===== src/rtl/sim_ctrl_pkg.sv =====
// Shared types and default address map for the simulation control port.
package sim_ctrl_pkg;

  localparam logic [31:0] DEFAULT_TOHOST_ADDR  = 32'h0000_0FF0;
  localparam logic [31:0] DEFAULT_CONSOLE_ADDR = 32'h0000_0FF4;

  typedef enum logic [1:0] {
    ST_RUN     = 2'd0,
    ST_DRAIN   = 2'd1,
    ST_DONE    = 2'd2,
    ST_TIMEOUT = 2'd3
  } sim_state_e;

endpackage


===== src/rtl/sync_fifo.sv =====
// Single-clock FIFO with extra-MSB pointers; a push while full is taken only
// when a pop happens on the same cycle.
module sync_fifo #(
  parameter int unsigned WIDTH = 8,
  parameter int unsigned DEPTH = 8
) (
  input  logic             clk,
  input  logic             rst,
  input  logic             push,
  input  logic             pop,
  input  logic [WIDTH-1:0] din,
  output logic [WIDTH-1:0] dout,
  output logic             full,
  output logic             empty
);

  localparam int unsigned AW = (DEPTH > 1) ? $clog2(DEPTH) : 1;

  logic [AW:0]      wr_ptr_q, wr_ptr_d;
  logic [AW:0]      rd_ptr_q, rd_ptr_d;
  logic [WIDTH-1:0] mem_q [DEPTH];
  logic             wr_en;
  logic             rd_en;

  assign empty = (wr_ptr_q == rd_ptr_q);
  assign full  = (wr_ptr_q[AW] != rd_ptr_q[AW]) &&
                 (wr_ptr_q[AW-1:0] == rd_ptr_q[AW-1:0]);

  assign rd_en = pop && !empty;
  assign wr_en = push && (!full || rd_en);

  assign wr_ptr_d = wr_en ? wr_ptr_q + 1'b1 : wr_ptr_q;
  assign rd_ptr_d = rd_en ? rd_ptr_q + 1'b1 : rd_ptr_q;

  // Head reads as zero when empty so the consumer never sees stale bytes.
  assign dout = empty ? '0 : mem_q[rd_ptr_q[AW-1:0]];

  always_ff @(posedge clk) begin
    if (rst) begin
      wr_ptr_q <= '0;
      rd_ptr_q <= '0;
    end else begin
      wr_ptr_q <= wr_ptr_d;
      rd_ptr_q <= rd_ptr_d;
    end
  end

  always_ff @(posedge clk) begin
    if (wr_en) begin
      mem_q[wr_ptr_q[AW-1:0]] <= din;
    end
  end

endmodule


===== src/rtl/sim_ctrl_port.sv =====
// Snoops CPU stores to end a simulated test (tohost) and to stream console
// bytes out through a small FIFO, with a run-cycle watchdog.
module sim_ctrl_port
  import sim_ctrl_pkg::*;
#(
  parameter logic [31:0] TOHOST_ADDR    = DEFAULT_TOHOST_ADDR,
  parameter logic [31:0] CONSOLE_ADDR   = DEFAULT_CONSOLE_ADDR,
  parameter int unsigned TIMEOUT_CYCLES = 64,
  parameter int unsigned FIFO_DEPTH     = 8
) (
  input  logic        clk,
  input  logic        reset,
  input  logic        memory_write_en,
  input  logic [31:0] memory_write_address,
  input  logic [31:0] memory_write,
  output logic        char_valid,
  input  logic        char_ready,
  output logic [7:0]  char_data,
  output logic        done,
  output logic        pass,
  output logic [30:0] fail_code,
  output logic        timed_out,
  output logic        overflow,
  output logic [31:0] cycle_count,
  output logic [1:0]  state_dbg
);

  localparam logic [31:0] TIMEOUT_LIMIT = 32'(TIMEOUT_CYCLES);

  sim_state_e  state_q, state_d;
  logic [31:0] cycle_count_q, cycle_count_d;
  logic        pass_q, pass_d;
  logic [30:0] fail_code_q, fail_code_d;
  logic        overflow_q, overflow_d;

  logic        store_ok;
  logic        tohost_hit;
  logic        console_hit;
  logic        fifo_pop;
  logic        fifo_full;
  logic        fifo_empty;
  logic [31:0] count_inc;

  // Console handshake: a byte transfers on every posedge where char_valid and
  // char_ready are both high; char_data is stable while valid waits on ready.
  assign char_valid = !fifo_empty;
  assign fifo_pop   = char_valid && char_ready;

  assign store_ok    = (state_q == ST_RUN) && memory_write_en;
  assign tohost_hit  = store_ok && (memory_write_address == TOHOST_ADDR);
  assign console_hit = store_ok && (memory_write_address == CONSOLE_ADDR);

  assign count_inc = (cycle_count_q == 32'hFFFF_FFFF) ? cycle_count_q
                                                      : cycle_count_q + 32'd1;

  sync_fifo #(
    .WIDTH (8),
    .DEPTH (FIFO_DEPTH)
  ) u_console_fifo (
    .clk   (clk),
    .rst   (reset),
    .push  (console_hit),
    .pop   (fifo_pop),
    .din   (memory_write[7:0]),
    .dout  (char_data),
    .full  (fifo_full),
    .empty (fifo_empty)
  );

  always_comb begin
    state_d       = state_q;
    cycle_count_d = cycle_count_q;
    pass_d        = pass_q;
    fail_code_d   = fail_code_q;
    overflow_d    = overflow_q | (console_hit && fifo_full && !fifo_pop);
    case (state_q)
      ST_RUN: begin
        cycle_count_d = count_inc;
        // A tohost store on the watchdog cycle still ends the test normally.
        if (tohost_hit) begin
          state_d     = ST_DRAIN;
          pass_d      = (memory_write == 32'd1);
          fail_code_d = (memory_write == 32'd1) ? 31'd0 : memory_write[31:1];
        end else if (count_inc == TIMEOUT_LIMIT) begin
          state_d = ST_TIMEOUT;
        end
      end
      ST_DRAIN: begin
        if (fifo_empty) begin
          state_d = ST_DONE;
        end
      end
      default: begin
        state_d = state_q;
      end
    endcase
  end

  always_ff @(posedge clk) begin
    if (reset) begin
      state_q       <= ST_RUN;
      cycle_count_q <= '0;
      pass_q        <= 1'b0;
      fail_code_q   <= '0;
      overflow_q    <= 1'b0;
    end else begin
      state_q       <= state_d;
      cycle_count_q <= cycle_count_d;
      pass_q        <= pass_d;
      fail_code_q   <= fail_code_d;
      overflow_q    <= overflow_d;
    end
  end

  assign done        = (state_q == ST_DONE) || (state_q == ST_TIMEOUT);
  assign timed_out   = (state_q == ST_TIMEOUT);
  assign pass        = pass_q && (state_q == ST_DONE);
  assign fail_code   = fail_code_q;
  assign overflow    = overflow_q;
  assign cycle_count = cycle_count_q;
  assign state_dbg   = state_q;

endmodule

===== config.mk =====
export PLATFORM = sky130hd
export DESIGN_NAME = sim_ctrl_port
export DESIGN_NICKNAME = d
export VERILOG_FILES = /design/src/rtl/sim_ctrl_pkg.sv /design/src/rtl/sync_fifo.sv /design/src/rtl/sim_ctrl_port.sv
export SDC_FILE = /design/constraint.sdc
export NUM_CORES = 1
export LEC_CHECK = 0
export BUFFER_PORTS_ARGS = -buffer_cell sky130_fd_sc_hd__buf_2
export CAP_MARGIN = 20
export CORE_MARGIN = 8
export CORE_UTILIZATION = 54
export CTS_CLUSTER_SIZE = 16
export DETAILED_ROUTE_END_ITERATION = 6
export PLACE_DENSITY = 0.79
export SYNTH_ARGS = -nofsm -noshare
export SYNTH_HDL_FRONTEND = slang
export SYNTH_SLANG_ARGS = --single-unit

===== constraint.sdc =====
create_clock -name clk -period 3.4 [get_ports clk]
set_input_delay 0.17 -clock clk [delete_from_list [all_inputs] [get_ports clk]]
set_output_delay 0.17 -clock clk [all_outputs]
set_load 0.02 [all_outputs]

# After elaboration in Yosys (flattened, before gate mapping)
# Memory sizes are Yosys's and may differ from the RTL's. A register that Yosys moved wholly into a read port is not among the register bits.
# Cells that the tools add are included.
[op_classes] addsub=3 n_eq_ne=13 muxes=11 n_bitwise=1 reduce_logical=19
[ops] op="32-bit by 12-bit == test with 1-bit output, second input constant" count=2
[ops] op="32-bit by 1-bit adder with 32-bit output, second input constant" count=1
[ops] op="32-bit by 1-bit == test with 1-bit output, second input constant" count=1
[ops] op="32-bit == test, second input constant" count=1
[ops] op="32-bit by 7-bit == test with 1-bit output, second input constant" count=1
[ops] op="32-bit two-way mux" count=1
[ops] op="31-bit two-way mux" count=1
[ops] op="1-bit logical AND" count=10
[ops] op="4-bit by 1-bit adder with 4-bit output, second input constant" count=2
[ops] op="8-bit two-way mux" count=1
[ops] op="2-bit two-way mux" count=3
[ops] op="3-bit two-way mux" count=2
[ops] op="2-bit == test, second input constant" count=2
[ops] op="4-bit == test" count=1
[ops] op="2-bit case mux with 2 select lines" count=1
[ops] op="3-bit == test" count=1
[ops] op="1-bit zero test" count=3
[ops] op="3-bit by 2-bit inequality test with 1-bit output, second input constant" count=1
[ops] op="3-bit AND reduction" count=1
[ops] op="2-bit by 1-bit == test with 1-bit output, second input constant" count=1
[ops] op="2-bit zero test" count=1
[ops] op="1-bit logical OR" count=2
[ops] op="1-bit two-way mux" count=2
[ops] op="2-bit by 1-bit inequality test with 1-bit output, second input constant" count=1
[ops] op="other kinds (4)" count=4
[totals] regBits=75 ram_bits=64 out_inout_bits=78 n_memories=1
[mem_list] name="u_console_fifo.mem_q" words=8 width=8 read_ports=1 rd_ports_with_merged_regs=1 write_ports=1 line_no="sync_fifo.sv:21" rtl="logic [WIDTH-1:0] mem_q [DEPTH];"

# Logic depth before layout (Yosys ltp)
# Gate-level depths: netlist of run 1.
[logic_depth] word_depth=8 ltp_mapped=11 ltp_nobuf=9

# Hierarchy
# From an unflattened synthesis of run 1, not the netlist that was laid out.
[hier_totals] cells_unflattened=610 area_unflattened_um2=6613.8
[by_module_without_submodules] mod="sim_ctrl_port" n_inst=1 cells_each=437 area_per_inst_um2=3519.6
[by_module_without_submodules] mod="sync_fifo" n_inst=1 cells_each=173 area_per_inst_um2=3094.2

# Least setup slack after synthesis of run 1
# No wires, ideal clock.
[synth_path] kind="reg2reg" from="register cycle_count_q[10], in the netlist cycle_count[10]" to="register state_q[0], in the netlist state_dbg[0]" setup_time_ns=0.091 arrival_time_ns=2.687 required_ns=3.309 slack_ns=0.622 path_stages_with_launch=10 period_less_slack_ns=2.778 cell_sequence="dfxtp_1 > buf_2 > nand4_2 > or4_4 > or4_4 > o21ai_2 > nand4_1 > nor4_2 > a21oi_1 > a311oi_1"
[synth_between] elab_chain_cells=5 word_cells_on_any_way=6 cone_classes="add/sub (1); eq/ne (3); mux (1); reduce/logical (1)"
[synth_rtl] item="start: declaration" line_no="sim_ctrl_port.sv:31" rtl="logic [31:0] cycle_count_q, cycle_count_d;"
[synth_rtl] item="start signal: assignment" line_no="sim_ctrl_port.sv:108" rtl="cycle_count_q <= cycle_count_d;"
[synth_rtl] item="32-bit by 1-bit adder with 32-bit output or 32-bit == test (tied branches)" line_no="sim_ctrl_port.sv:54, sim_ctrl_port.sv:53"
[synth_rtl] item="32-bit two-way mux *" line_no="sim_ctrl_port.sv:53" rtl="assign count_inc = (cycle_count_q == 32'hFFFF_FFFF) ? cycle_count_q"
[synth_rtl] item="32-bit by 7-bit == test with 1-bit output *" line_no="sim_ctrl_port.sv:84" rtl="end else if (count_inc == TIMEOUT_LIMIT) begin"
[synth_rtl] item="3-bit by 2-bit inequality test with 1-bit output (no line) *"
[synth_rtl] item="3-bit AND reduction (no line) *"
[synth_rtl] item="end signal: assignment" line_no="sim_ctrl_port.sv:107" rtl="state_q <= state_d;"
[synth_rtl] item="end: declaration" line_no="sim_ctrl_port.sv:30" rtl="sim_state_e state_q, state_d;"
# Every way passes the cells marked *; elsewhere a longest branch is shown, timed or not.
# A chain may end at the register's enable or synchronous reset.

# Worst setup path after layout of run 1
[layout_path] from="register cycle_count_q[0], in the netlist cycle_count[0]" to="register state_q[0], in the netlist state_dbg[0]"
# The elaborated chain is that of the path after synthesis.

==> results.txt, run 1 <==
Buffers added to address setup during post-CTS repair amount to 0. In this run the critical register-to-register path is launched from cycle_count[0]. The total number of H-tree levels is 4. After Yosys synthesis, full adders, half adders and majority gates account for less than 1% of the synthesized area. The TritonCTS clock tree is yes. After synthesis, the largest family of logic cells by area is simple AND/OR/NAND/NOR gates. In the synthesized netlist the dominant register cell turns out to be sky130_fd_sc_hd__dfxtp_1. The sequential element share of the synthesized area came out at a little over half. The initial antenna violation count is 0. In this run the worst setup path begins at cycle_count[0]. After Yosys synthesis, XOR and XNOR cells account for between 5 and 6% of the synthesized area.

The initial utilization of the core area, before any placement, comes to 55.3%. The power per cell area is roughly 450 mW/mm2. The reg-to-reg setup timing slack is 0.30 ns. The path type of the worst min-delay path is primary input to register. The startpoint identified for the worst hold timing path is memory_write[19].

The antenna violation net count after detailed routing came out at 0. The count of placed standard cells including taps is ~890. The run finished with clean final reports. The slew at the pin with the worst max-slew slack came out at around 0.85 ns. The number of antenna diodes is 0. In this run the tool buffered the top-level ports with 145 buffer cells. The number of endpoints with negative hold slack in the final report is 0. The number of buffers inserted during clock tree synthesis is 17. The area share of the largest cell type after synthesis is 29.1%. Summing all non-filler instances in the final layout gives an area of 0.00811 mm2. The flop and latch count out of synthesis is 142. 146 I/O pins were placed. Yosys instantiated no cell more often than sky130_fd_sc_hd__nor2_1.

The floorplan die width is 127 um. The fraction of synthesis flops using an asynchronous set or reset pin came out at 0%. Across every metal layer, demand over resource in global routing totals about 23%. Cells with a size suffix above 1 make up 28.3% of the layout. The number of standard cells in the final layout excluding fillers is between 900 and 1000. Before antenna repair, the detailed router went through 5 iterations. The netlist area before placement came out at 0.00661 mm2. The normalized max-slew margin is 43.2%. The DRC violation count after routing is 0. The relative contribution of combinational cells to total power came out at ~3.0%.

The tree is rooted in a sky130_fd_sc_hd__clkbuf_16. The leftover overflow at the end of global routing is 0. Setup violations remaining at the end of the flow were counted as 0.

The initial detailed-routing violation count is between 500 and 600. The number of distinct library cell variants in the gate-level netlist after synthesis came out at 53. The net switching power figure is 799 uW.

The internal power of the cells came out at 2820 uW. The total power of the final layout is 3620 uW. The first-pass GRT wire length came out at around 30 mm. Once detailed placement completed, the half-perimeter wirelength came to about 13 mm. The register area is 0.00348 mm2. The number of nets in the synthesized netlist is ~700. The switching share of total power is 22.1%. The maximum fanout along the worst path is 9. The total count of max-transition violations in the final report came out at 0. After clock tree synthesis, the clock-pin slew on the worst setup and hold paths is about 0.060 ns. Clock tree synthesis found a total of approximately 140 sinks. The placed instances occupy a cell area of 0.00745 mm2. The critical path is of the register to register type. The share of the clock period used by the worst path after layout is 91.3%.

The share of total power in the clock network came out at 47.4%. The share of the core filled with cells is 67.8%. After the last flow step, the layout net total stands at ~850.

The die extent in y came out at 127 um. The routability congestion estimate is 1.01. Ranked by total cell area, the synthesized netlist is headed by sky130_fd_sc_hd__edfxtp_1, sky130_fd_sc_hd__dfxtp_1, sky130_fd_sc_hd__nor2_1, sky130_fd_sc_hd__mux4_2, sky130_fd_sc_hd__a22oi_1. In the routed layout, each cell is associated on average with a via count of 6.01. The detailed-route via count came out at ~5600. For the final routed database, the setup TNS stands at 0 ns.

The routed length per placed instance came out at 19.7 um. In the final layout, the multi-input gates occupy between 0.002 and 0.003 mm2. The complex-gate fraction of the synthesized area is 7.62%. The synthesized instance count is 631.

The startpoint type of the worst setup path is a register. The filler cells instantiated in the layout total 881. The maximum number of pins on one net before global-route repair is 47. The worst vdd rail ir drop is 309 uV.

From synthesis to final layout, the design area changed by 22.6%. The setup skew after layout is 0.00802 ns. The power share of the sequential group came out at 49.6%. The count of flip-flops with a built-in enable after synthesis came out at 64. The max-capacitance violation count came out at 0. Clock latency on the worst-skew pair, taken at its later pin, is 0.42 ns. The total die area came out at 0.0160 mm2. The via count of the first global-routing pass is ~5700. The minimum clock period after layout came out at 3.10 ns. STA classifies the critical path endpoint as a register. The reported leakage power is 0.00318 uW.

For the worst setup path, the data required time is approximately 3.7 ns. The critical path arrival came out at between 3 and 4 ns. By count the netlist is led by sky130_fd_sc_hd__nor2_1, sky130_fd_sc_hd__dfxtp_1, sky130_fd_sc_hd__edfxtp_1.

Each instance of the synthesized netlist takes up on average 10.5 um2. The count of synthesis-stage warnings from yosys came out at 0. Timing would allow up to 0.322 GHz. The core region is 0.0120 mm2. The row count came out at 40. The clock tree buffer depth is 2.

The final routed wirelength across all metal layers came out at between 15 and 20 mm. The post-synthesis mux area share came out at ~7.6%. Setup repair after global routing left no endpoint under its margin.

The synthesized-area fraction occupied by and/or/nand/nor cells is approximately 22%. The cell taking the most area after synthesis is sky130_fd_sc_hd__edfxtp_1.
-- layout make-up --
class	instances	share of cell area, %
Sequential cell	142	43.0
Multi-Input combinational cell	435	36.0
Timing Repair Buffer	172	11.8
Clock buffer	20	5.66
Tap cell	147	2.27
Clock inverter	12	1.03
Inverter	7	0.324
-- power groups by stage --
stage | logic [uW] | clock network (uW) | registers (uW)
after floorplan | 31.8 | 0 | 1830
after global placement | 95.1 | 0 | 1830
after detailed placement | 98.3 | 0 | 1830
after CTS | 109 | 1740 | 1790
after global routing | 120 | 1800 | 1790
final | 109 | 1710 | 1790
-- cell usage in the layout, fill, tap and decap left out, types with 6 or more instances in the layout --
cell type,instances
sky130_fd_sc_hd__mux4_2,16
sky130_fd_sc_hd__dlygate4sd3_1,11
sky130_fd_sc_hd__and3_1,8
sky130_fd_sc_hd__nor4b_1,6
sky130_fd_sc_hd__xnor2_1,23
sky130_fd_sc_hd__nand2_1,32
sky130_fd_sc_hd__nor3_1,16
sky130_fd_sc_hd__a22oi_1,28
sky130_fd_sc_hd__a21oi_1,10
sky130_fd_sc_hd__inv_1,7
sky130_fd_sc_hd__nor2_1,110
sky130_fd_sc_hd__clkbuf_16,18
sky130_fd_sc_hd__dfxtp_1,78
sky130_fd_sc_hd__nand3_1,30
sky130_fd_sc_hd__mux2i_1,14
sky130_fd_sc_hd__buf_2,145
sky130_fd_sc_hd__buf_4,16
sky130_fd_sc_hd__edfxtp_1,64
sky130_fd_sc_hd__xor2_1,22
sky130_fd_sc_hd__nand4_1,27
sky130_fd_sc_hd__nor4_1,16
sky130_fd_sc_hd__o21ai_0,7
-- state kept, by name (all words and copies together), names as in the netlist, named ones only --
signal	cells
pass_q	1
state_dbg	2
fail_code	31
u_console_fifo.rd_ptr_q	4
u_console_fifo.mem_q	64
overflow	1
u_console_fifo.wr_ptr_q	4
cycle_count	32
-- layer usage --
layer | GRT usage [%] | share of wire [%] | up-vias
met5 | 0 | 0 | -
met3 | 7.16 | 9.2 | 44
met4 | 9.73 | 2.5 | 0
met2 | 36.7 | 46 | 269
li1 | - | - | 2628
met1 | 28.5 | 42 | 2679
-- per-stage QoR --
| stage | hold slack (ns) | setup WS, ns |
|---|---|---|
| global route | 0.0158 | 0.0364 |
| global placement | 0.419 | 0.379 |
| floorplan | 0.269 | 0.622 |
| detailed placement | 0.430 | 0.276 |
| CTS | 0.0000726 | 0.209 |
| finish | 0.0192 | 0.297 |
-- final timing paths --
check | end | depth (start not counted)
worst max register to register | state_dbg[0] | 9
worst max-delay path | state_dbg[0] | 9
worst min register to register | overflow | 2
worst min-delay path | fail_code[18] | 3
-- cells by family (layout without fill, tap and decap cells) --
logic type / count (synthesis) / after routing
and+or+nand+nor: 286 / 286
buffers and inverters: 54 / 211
DFF: 142 / 142
AOI/OAI and AO/OA: 71 / 71
xor gates and xnor gates: 45 / 45
muxes: 30 / 30
adders and majority gates: 3 / 3
-- worst max-delay path: stages, from the launching register on --
cell                        delay, ns
sky130_fd_sc_hd__dfxtp_1         0.50
sky130_fd_sc_hd__ha_1            0.32
sky130_fd_sc_hd__nand3_1         0.17
sky130_fd_sc_hd__nor2_1          0.40
sky130_fd_sc_hd__o2111ai_1       0.14
sky130_fd_sc_hd__a2111oi_0       0.53
sky130_fd_sc_hd__nand4_1         0.19
sky130_fd_sc_hd__nor4_2          0.37
sky130_fd_sc_hd__a21oi_1         0.13
sky130_fd_sc_hd__a311oi_1        0.26
-- repair_timing --
| item | in CTS | in global routing |
|---|---|---|
| hold buffers | 11 | 0 |
| resized for setup | 0 | 1 |
| setup endpoints to repair | 0 | 2 |
| endpoints found under the hold margin | 11 | 0 |
Power figures use the tool's default switching activity.
==> run 2: changes to the inputs <==
--- a/config.mk
+++ b/config.mk
@@ -9,6 +9,7 @@
 export CAP_MARGIN = 20
 export CORE_MARGIN = 8
 export CORE_UTILIZATION = 54
+export CTS_BUF_LIST = sky130_fd_sc_hd__clkbuf_16
 export CTS_CLUSTER_SIZE = 16
 export DETAILED_ROUTE_END_ITERATION = 6
 export PLACE_DENSITY = 0.79
==> results.txt, run 2 (synthesized netlist as in run 1, its figures left out) <==
Status: finished, final reports clean (unchanged). The required time of the critical path was 3.72 ns (about the same). The number of nets in the layout came out at 846 (unchanged). The cell area after layout came out at 0.00811 mm2 (about the same).

The max-capacitance violation count came to 0 (unchanged). The total count of max-transition violations in the final report is 0 (unchanged). The minimum clock period after layout is 3.11 ns (was 3.10 ns).

The sum of negative setup slack came out at 0 ns (unchanged). The gate family responsible for the most delay along the worst path is simple AND/OR/NAND/NOR gates (unchanged). The row count is 40 (unchanged). The most frequent standard cell in the layout excluding fill and tap cells was sky130_fd_sc_hd__buf_2 (unchanged). Series of cell instances along the critical path: ha_1 -> nand3_1 -> nor2_1 -> o2111ai_1 -> a2111oi_0 -> nand4_1 -> nor4_2 -> a21oi_1 -> a311oi_1 (unchanged). The clock latency reported for the late side of the worst-skew pair is 0.42 ns (about the same).

Unrepaired setup endpoints after global routing: false (unchanged). The maximum fanout along the worst path is 9 (unchanged). The routed length per placed instance came to 19.6 um (was 19.7 um).

The buffer count from post-CTS setup fixing is 0 (unchanged). The routability congestion estimate was 1.01 (unchanged). The slew at the pin with the worst max-slew slack came out at 0.853 ns (about the same). The worst vdd rail ir drop is 309 uV (about the same). The setup skew after layout came out at 0.00794 ns (was 0.00802 ns). The number of top-level pins came out at 146 (unchanged). The first-pass GRT wire length was 29.6 mm (unchanged). The clock root buffer master is sky130_fd_sc_hd__clkbuf_16 (unchanged). The initial antenna violation count came out at 0 (unchanged).

The number of antenna diodes came to 0 (unchanged). The count of buffer and inverter cells on the critical path came out at 0 (unchanged). The number of buffers inserted during clock tree synthesis is 17 (unchanged). The via count of the first global-routing pass is 5723 (unchanged). The post-placement cell area came out at 0.00745 mm2 (unchanged). The total iterations of the first detailed-routing run came to 5 (unchanged). The DRC violation count after routing is 0 (unchanged). The TritonCTS clock tree is yes (unchanged). The floorplan die width is 127 um (unchanged).

The internal power of the cells is 2810 uW (was 2820 uW). The share of the clock period used by the worst path after layout came to 91.5% (was 91.3%). The share of total power in the clock network is 47.3% (was 47.4%). The number of I/O port buffers came out at 145 (unchanged). The cell with the largest stage delay on the worst path is sky130_fd_sc_hd__a2111oi_0 (unchanged). The final routed wirelength across all metal layers is 18.4 mm (about the same). The area added between synthesis and finish was 22.6% (about the same). The switching share of total power is 22.2% (was 22.1%). The fraction of final layout cells with drive strength greater than 1 is 28.2% (was 28.3%). The placed wire-length estimate was 12.9 mm (unchanged). The count of placed standard cells including taps is 892 (unchanged).

The critical path arrival came to 3.43 ns (about the same). The type of the worst setup path is register to register (unchanged). The die extent in y came to 127 um (unchanged). The filler cell count in the final layout is 881 (unchanged).

The initial detailed-routing violation count came out at 552 (was 551). The clock edge transition at the registers on the reported setup and hold paths was 0.06 ns (about the same). The total global routing track utilization came out at 23.0% (unchanged). The leftover overflow at the end of global routing is 0 (unchanged).

The number of clock sinks seen by CTS came out at 142 (unchanged). Commonest cells after routing, fill and taps aside: sky130_fd_sc_hd__buf_2, sky130_fd_sc_hd__nor2_1, sky130_fd_sc_hd__dfxtp_1 (unchanged). The placeable core region is 0.0120 mm2 (unchanged). The total die area was 0.0160 mm2 (unchanged). The net switching power figure is 799 uW (about the same). The maximum operating frequency was 0.322 GHz (about the same). The antenna violation net count after detailed routing was 0 (unchanged). The number of endpoints with negative hold slack in the final report came out at 0 (unchanged).

The detailed-route via count came out at 5614 (was 5620). The power per cell area is 445 mW/mm2 (was 446 mW/mm2). The total power of the final layout was 3610 uW (was 3620 uW).

The startpoint type of the worst setup path is a register (unchanged). The detailed-route vias per instance is 6.00 (was 6.01). The normalized max-slew margin is 43.2% (about the same). The kind of end point of the critical path is a register (unchanged). The relative contribution of combinational cells to total power is 3.0% (about the same). The power share of the sequential group came out at 49.7% (was 49.6%). The number of standard cells in the final layout excluding fillers is 935 (unchanged). The maximum number of pins on one net before global-route repair is 47 (unchanged). The total number of H-tree levels is 4 (unchanged). The total setup violations reported at the end of the flow came out at 0 (unchanged). The clock tree buffer depth is 2 (unchanged). The number of flip-flops in the largest register was 64 (unchanged). The reported leakage power is 0.00318 uW (about the same). The starting utilization of the core area is 55.3% (unchanged).

The longest individual stage delay on the worst path is 0.53 ns (about the same). The worst hold margin came out at 0.0190 ns (was 0.0192 ns). The path type of the worst min-delay path is primary input to register (unchanged).
-- run 2: layout make-up --
type	count	area, um2	area share [%]
clock inverter	14	91.3	1.13
inverter	7	26.3	0.324
clock buffer	18	450	5.56
multi-input combinational	435	2920	36.0
sequential	142	3480	43.0
tap	147	184	2.27
timing repair buffer	172	956	11.8
-- run 2: tightest hold or removal path, stage by stage --
cell and delay, ns:
sky130_fd_sc_hd__buf_2 0.09, sky130_fd_sc_hd__mux2i_1 0.06, sky130_fd_sc_hd__nor2_1 0.09
-- run 2: through the flow --
stage	util, %	setup WS [ns]
2_1_floorplan	-	0.622
3_3_place_gp	62.3	0.379
3_5_place_dp	62.3	0.276
4_1_cts	67.8	0.209
5_1_grt	67.8	0.0364
6_report	67.8	0.290
-- run 2: worst paths after layout --
kind                                       start            end  depth (start not counted)  slack, ns
worst max-delay path              cycle_count[0]   state_dbg[0]                          9       0.29
worst min register to register          overflow       overflow                          2       0.50
worst min-delay path            memory_write[19]  fail_code[18]                          3       0.02
worst max register to register    cycle_count[0]   state_dbg[0]                          9       0.29
-- run 2: power by group through the flow --
stage	clock [uW]	sequential, uW	combinational, uW
2_1_floorplan	0	1830	31.8
3_3_place_gp	0	1830	95.1
3_5_place_dp	0	1830	98.3
4_1_cts	1730	1790	109
5_1_grt	1790	1790	120
6_report	1710	1790	109
-- run 2: timing repair --
item / 4_1_cts / 5_1_grt
gates resized for setup: 0 / 1
hold buffers: 11 / 0
endpoints found under the setup margin: 0 / 2
endpoints found under the hold margin: 11 / 0
-- run 2: layer usage --
metal / vias up / GRT usage [%] / share of wire, %
li1: 2628 / - / -
met4: 0 / 9.73 / 2.5
met1: 2670 / 28.5 / 42
met2: 272 / 36.7 / 46
met5: - / 0 / 0
met3: 44 / 7.16 / 9.2
==> run 3: changes to the inputs <==
--- a/config.mk
+++ b/config.mk
@@ -7,11 +7,13 @@
 export LEC_CHECK = 0
 export BUFFER_PORTS_ARGS = -buffer_cell sky130_fd_sc_hd__buf_2
 export CAP_MARGIN = 20
+export CORE_ASPECT_RATIO = 0.9
 export CORE_MARGIN = 8
 export CORE_UTILIZATION = 54
 export CTS_BUF_LIST = sky130_fd_sc_hd__clkbuf_16
 export CTS_CLUSTER_SIZE = 16
 export DETAILED_ROUTE_END_ITERATION = 6
+export GPL_TIMING_DRIVEN = 0
 export PLACE_DENSITY = 0.79
 export SYNTH_ARGS = -nofsm -noshare
 export SYNTH_HDL_FRONTEND = slang
==> results.txt, run 3 (synthesized netlist as in run 1, its figures left out) <==
Status: finished, final reports clean (unchanged). The reported leakage power was 0.00326 uW (was 0.00318 uW). The worst hold endpoint was fail_code[14] (was fail_code[18]).

The critical path arrival came to 3.60 ns (was 3.43 ns). The starting utilization of the core area came out at 55.2% (was 55.3%). The number of endpoints with negative hold slack in the final report came out at 0 (unchanged). The share of the clock period used by the worst path after layout came out at 96.4% (was 91.5%). The launch point of the worst reg-to-reg path is cycle_count[10] (was cycle_count[0]). The number of top-level pins came to 146 (unchanged). The clock latency reported for the late side of the worst-skew pair is 0.43 ns (was 0.42 ns). The normalized max-slew margin came to 38.6% (was 43.2%). The number of clock sinks seen by CTS is 142 (unchanged).

The number of buffers inserted during clock tree synthesis is 17 (unchanged). The die extent in y came out at 121 um (was 127 um). The placed wire-length estimate is 15.3 mm (was 12.9 mm).

Commonest cells after routing, fill and taps aside: sky130_fd_sc_hd__buf_2, sky130_fd_sc_hd__nor2_1, sky130_fd_sc_hd__dfxtp_1 (unchanged). The number of flip-flops in the largest register was 64 (unchanged). The TritonCTS clock tree was yes (unchanged). The worst-case reg-to-reg path depth is 9 (unchanged). The fraction of final layout cells with drive strength greater than 1 is 27.9% (was 28.2%). The total die area is 0.0160 mm2 (about the same). The worst path setup slack after routing came out at 0.123 ns (was 0.290 ns). The clock edge transition at the registers on the reported setup and hold paths was 0.06 ns (about the same). The total setup violations reported at the end of the flow is 0 (unchanged).

The number of antenna diodes was 0 (unchanged). Unrepaired setup endpoints after global routing: false (unchanged). The path type of the worst min-delay path is primary input to register (unchanged). The startpoint of the tightest hold check path was memory_write[15] (was memory_write[19]). The cell count of the worst hold path came out at 3 (unchanged).

The buffer count from post-CTS setup fixing came to 0 (unchanged). The slew at the pin with the worst max-slew slack is 0.918 ns (was 0.853 ns). The initial antenna violation count is 0 (unchanged). The number of I/O port buffers is 145 (unchanged). The endpoint of the lowest-slack register-to-register path is state_dbg[0] (unchanged). The detailed-route via count is 5809 (was 5614). The total global routing track utilization came to 25.3% (was 23.0%). The startpoint type of the worst setup path is a register (unchanged). The reg-to-reg setup timing slack came out at 0.12 ns (was 0.29 ns). The total count of max-transition violations in the final report came out at 0 (unchanged). The type of the worst setup path is register to register (unchanged). The clock root buffer master is sky130_fd_sc_hd__clkbuf_16 (unchanged). The placeable core region came out at 0.0120 mm2 (about the same). The sum of negative setup slack came out at 0 ns (unchanged). The DRC violation count after routing was 0 (unchanged). The minimum clock period after layout is 3.28 ns (was 3.11 ns). The maximum number of pins on one net before global-route repair was 17 (was 47). The power per cell area was 463 mW/mm2 (was 445 mW/mm2).

The total iterations of the first detailed-routing run is 5 (unchanged). The post-placement cell area is 0.00756 mm2 (was 0.00745 mm2). The antenna violation net count after detailed routing came out at 0 (unchanged). The number of nets in the layout is 869 (was 846). The final routed wirelength across all metal layers was 20.4 mm (was 18.4 mm). The maximum operating frequency was 0.305 GHz (was 0.322 GHz). The total number of H-tree levels is 4 (unchanged). The worst hold margin came out at 0.00975 ns (was 0.0190 ns). The first-pass GRT wire length came to 31.8 mm (was 29.6 mm). The area added between synthesis and finish is 24.3% (was 22.6%).

The floorplan die width came out at 133 um (was 127 um). The detailed-route vias per instance came out at 5.98 (was 6.00). The via count of the first global-routing pass is 5769 (was 5723). The routed length per placed instance is 21.0 um (was 19.6 um).

The leftover overflow at the end of global routing came out at 0 (unchanged). The row count is 38 (was 40). The routability congestion estimate is 0.927 (was 1.01).

The cell with the largest stage delay on the worst path is sky130_fd_sc_hd__a2111oi_1 (was sky130_fd_sc_hd__a2111oi_0). The longest individual stage delay on the worst path came out at 0.58 ns (was 0.53 ns). The cell area after layout came to 0.00822 mm2 (was 0.00811 mm2). The initial detailed-routing violation count is 565 (was 552).

The worst vdd rail ir drop came out at 367 uV (was 309 uV). The clock tree buffer depth came out at 2 (unchanged). Series of cell instances along the critical path: buf_2 -> nand3_1 -> nor2_1 -> o311ai_0 -> a2111oi_1 -> nand4_1 -> nor4_4 -> a21oi_1 -> a311oi_1 (was ha_1 -> nand3_1 -> nor2_1 -> o2111ai_1 -> a2111oi_0 -> nand4_1 -> nor4_2 -> a21oi_1 -> a311oi_1).

The max-capacitance violation count is 0 (unchanged). The required time of the critical path came out at 3.73 ns (was 3.72 ns). The kind of end point of the critical path is a register (unchanged). The setup skew after layout came to 0.0132 ns (was 0.00794 ns). The maximum fanout along the worst path was 6 (was 9). The most frequent standard cell in the layout excluding fill and tap cells is sky130_fd_sc_hd__buf_2 (unchanged). The setup slack at placement is -0.0903 ns (was 0.276 ns).
run 3: cell types whose count changed in the layout (fill, tap and decap cells not counted), moves of 2 or more:
| cell | before | now |
|---|---|---|
| sky130_fd_sc_hd__clkinv_2 | 4 | 2 |
| sky130_fd_sc_hd__buf_2 | 145 | 156 |
| sky130_fd_sc_hd__buf_1 | 0 | 2 |
| sky130_fd_sc_hd__nor2_2 | 1 | 3 |
| sky130_fd_sc_hd__clkbuf_1 | 0 | 31 |
| sky130_fd_sc_hd__inv_2 | 0 | 2 |
| sky130_fd_sc_hd__buf_4 | 16 | 5 |
| sky130_fd_sc_hd__dlygate4sd3_1 | 11 | 0 |
| sky130_fd_sc_hd__bufinv_16 | 0 | 4 |
| sky130_fd_sc_hd__nor2_1 | 110 | 107 |
| sky130_fd_sc_hd__nor4_4 | 0 | 2 |
run 3: stage by stage:
stage	total power (uW)	cells	utilization, %
final	3810	971	68.6
after detailed placement	1930	939	63.1
after global routing	3910	971	68.6
after CTS	3830	971	68.3
after floorplan	1860	631	-
after global placement	1930	936	62.9
run 3: how the worst max path moves through the flow:
stage                                from              end  depth (start not counted)
after global placement     cycle_count[1]  cycle_count[19]                         10
after detailed placement   cycle_count[1]     state_dbg[0]                          9
final                     cycle_count[10]     state_dbg[0]                          9
after floorplan           cycle_count[10]     state_dbg[0]                          9
after CTS                    state_dbg[0]    fail_code[15]                         10
after global routing       cycle_count[1]     state_dbg[0]                          9
run 3: report_power, final:
part / switching, uW / internal (uW)
sequential: 4.75 / 1790
clock: 695 / 1220
combinational: 68.0 / 42.0
total: 768 / 3040
run 3: worst max-delay path, delay by kind of cell (launching register included):
| kind | cells | cell delay [ns] |
|---|---|---|
| and+or+nand+nor | 4 | 1.43 |
| AOI/OAI and AO/OA | 4 | 1.24 |
| DFF | 1 | 0.33 |
| buffers and inverters | 1 | 0.19 |
run 3: layout make-up:
type                            count  area (um2)
Timing Repair Buffer              148         748
Sequential cell                   142        3480
Multi-Input combinational cell    435        2960
Tap cell                          160         200
Clock buffer                       17         425
Fill cell                         946        3760
Buffer                             47         199
Inverter                            7        26.3
Clock inverter                     15         179
run 3: routing by layer:
layer / part of all wire (%) / wire, um / up-vias / global-route usage (%)
li1: - / - / 2671 / -
met1: 44 / 9040 / 2805 / 32.8
met2: 44 / 9060 / 292 / 38.7
met3: 9.4 / 1910 / 41 / 8.61
met4: 2.0 / 400 / 0 / 9.64
met5: 0 / 0 / - / 0
run 3: timing repair:
action,in CTS,in global routing
resized for setup,5,10
hold buffers,0,0
endpoints found under the setup margin,6,38
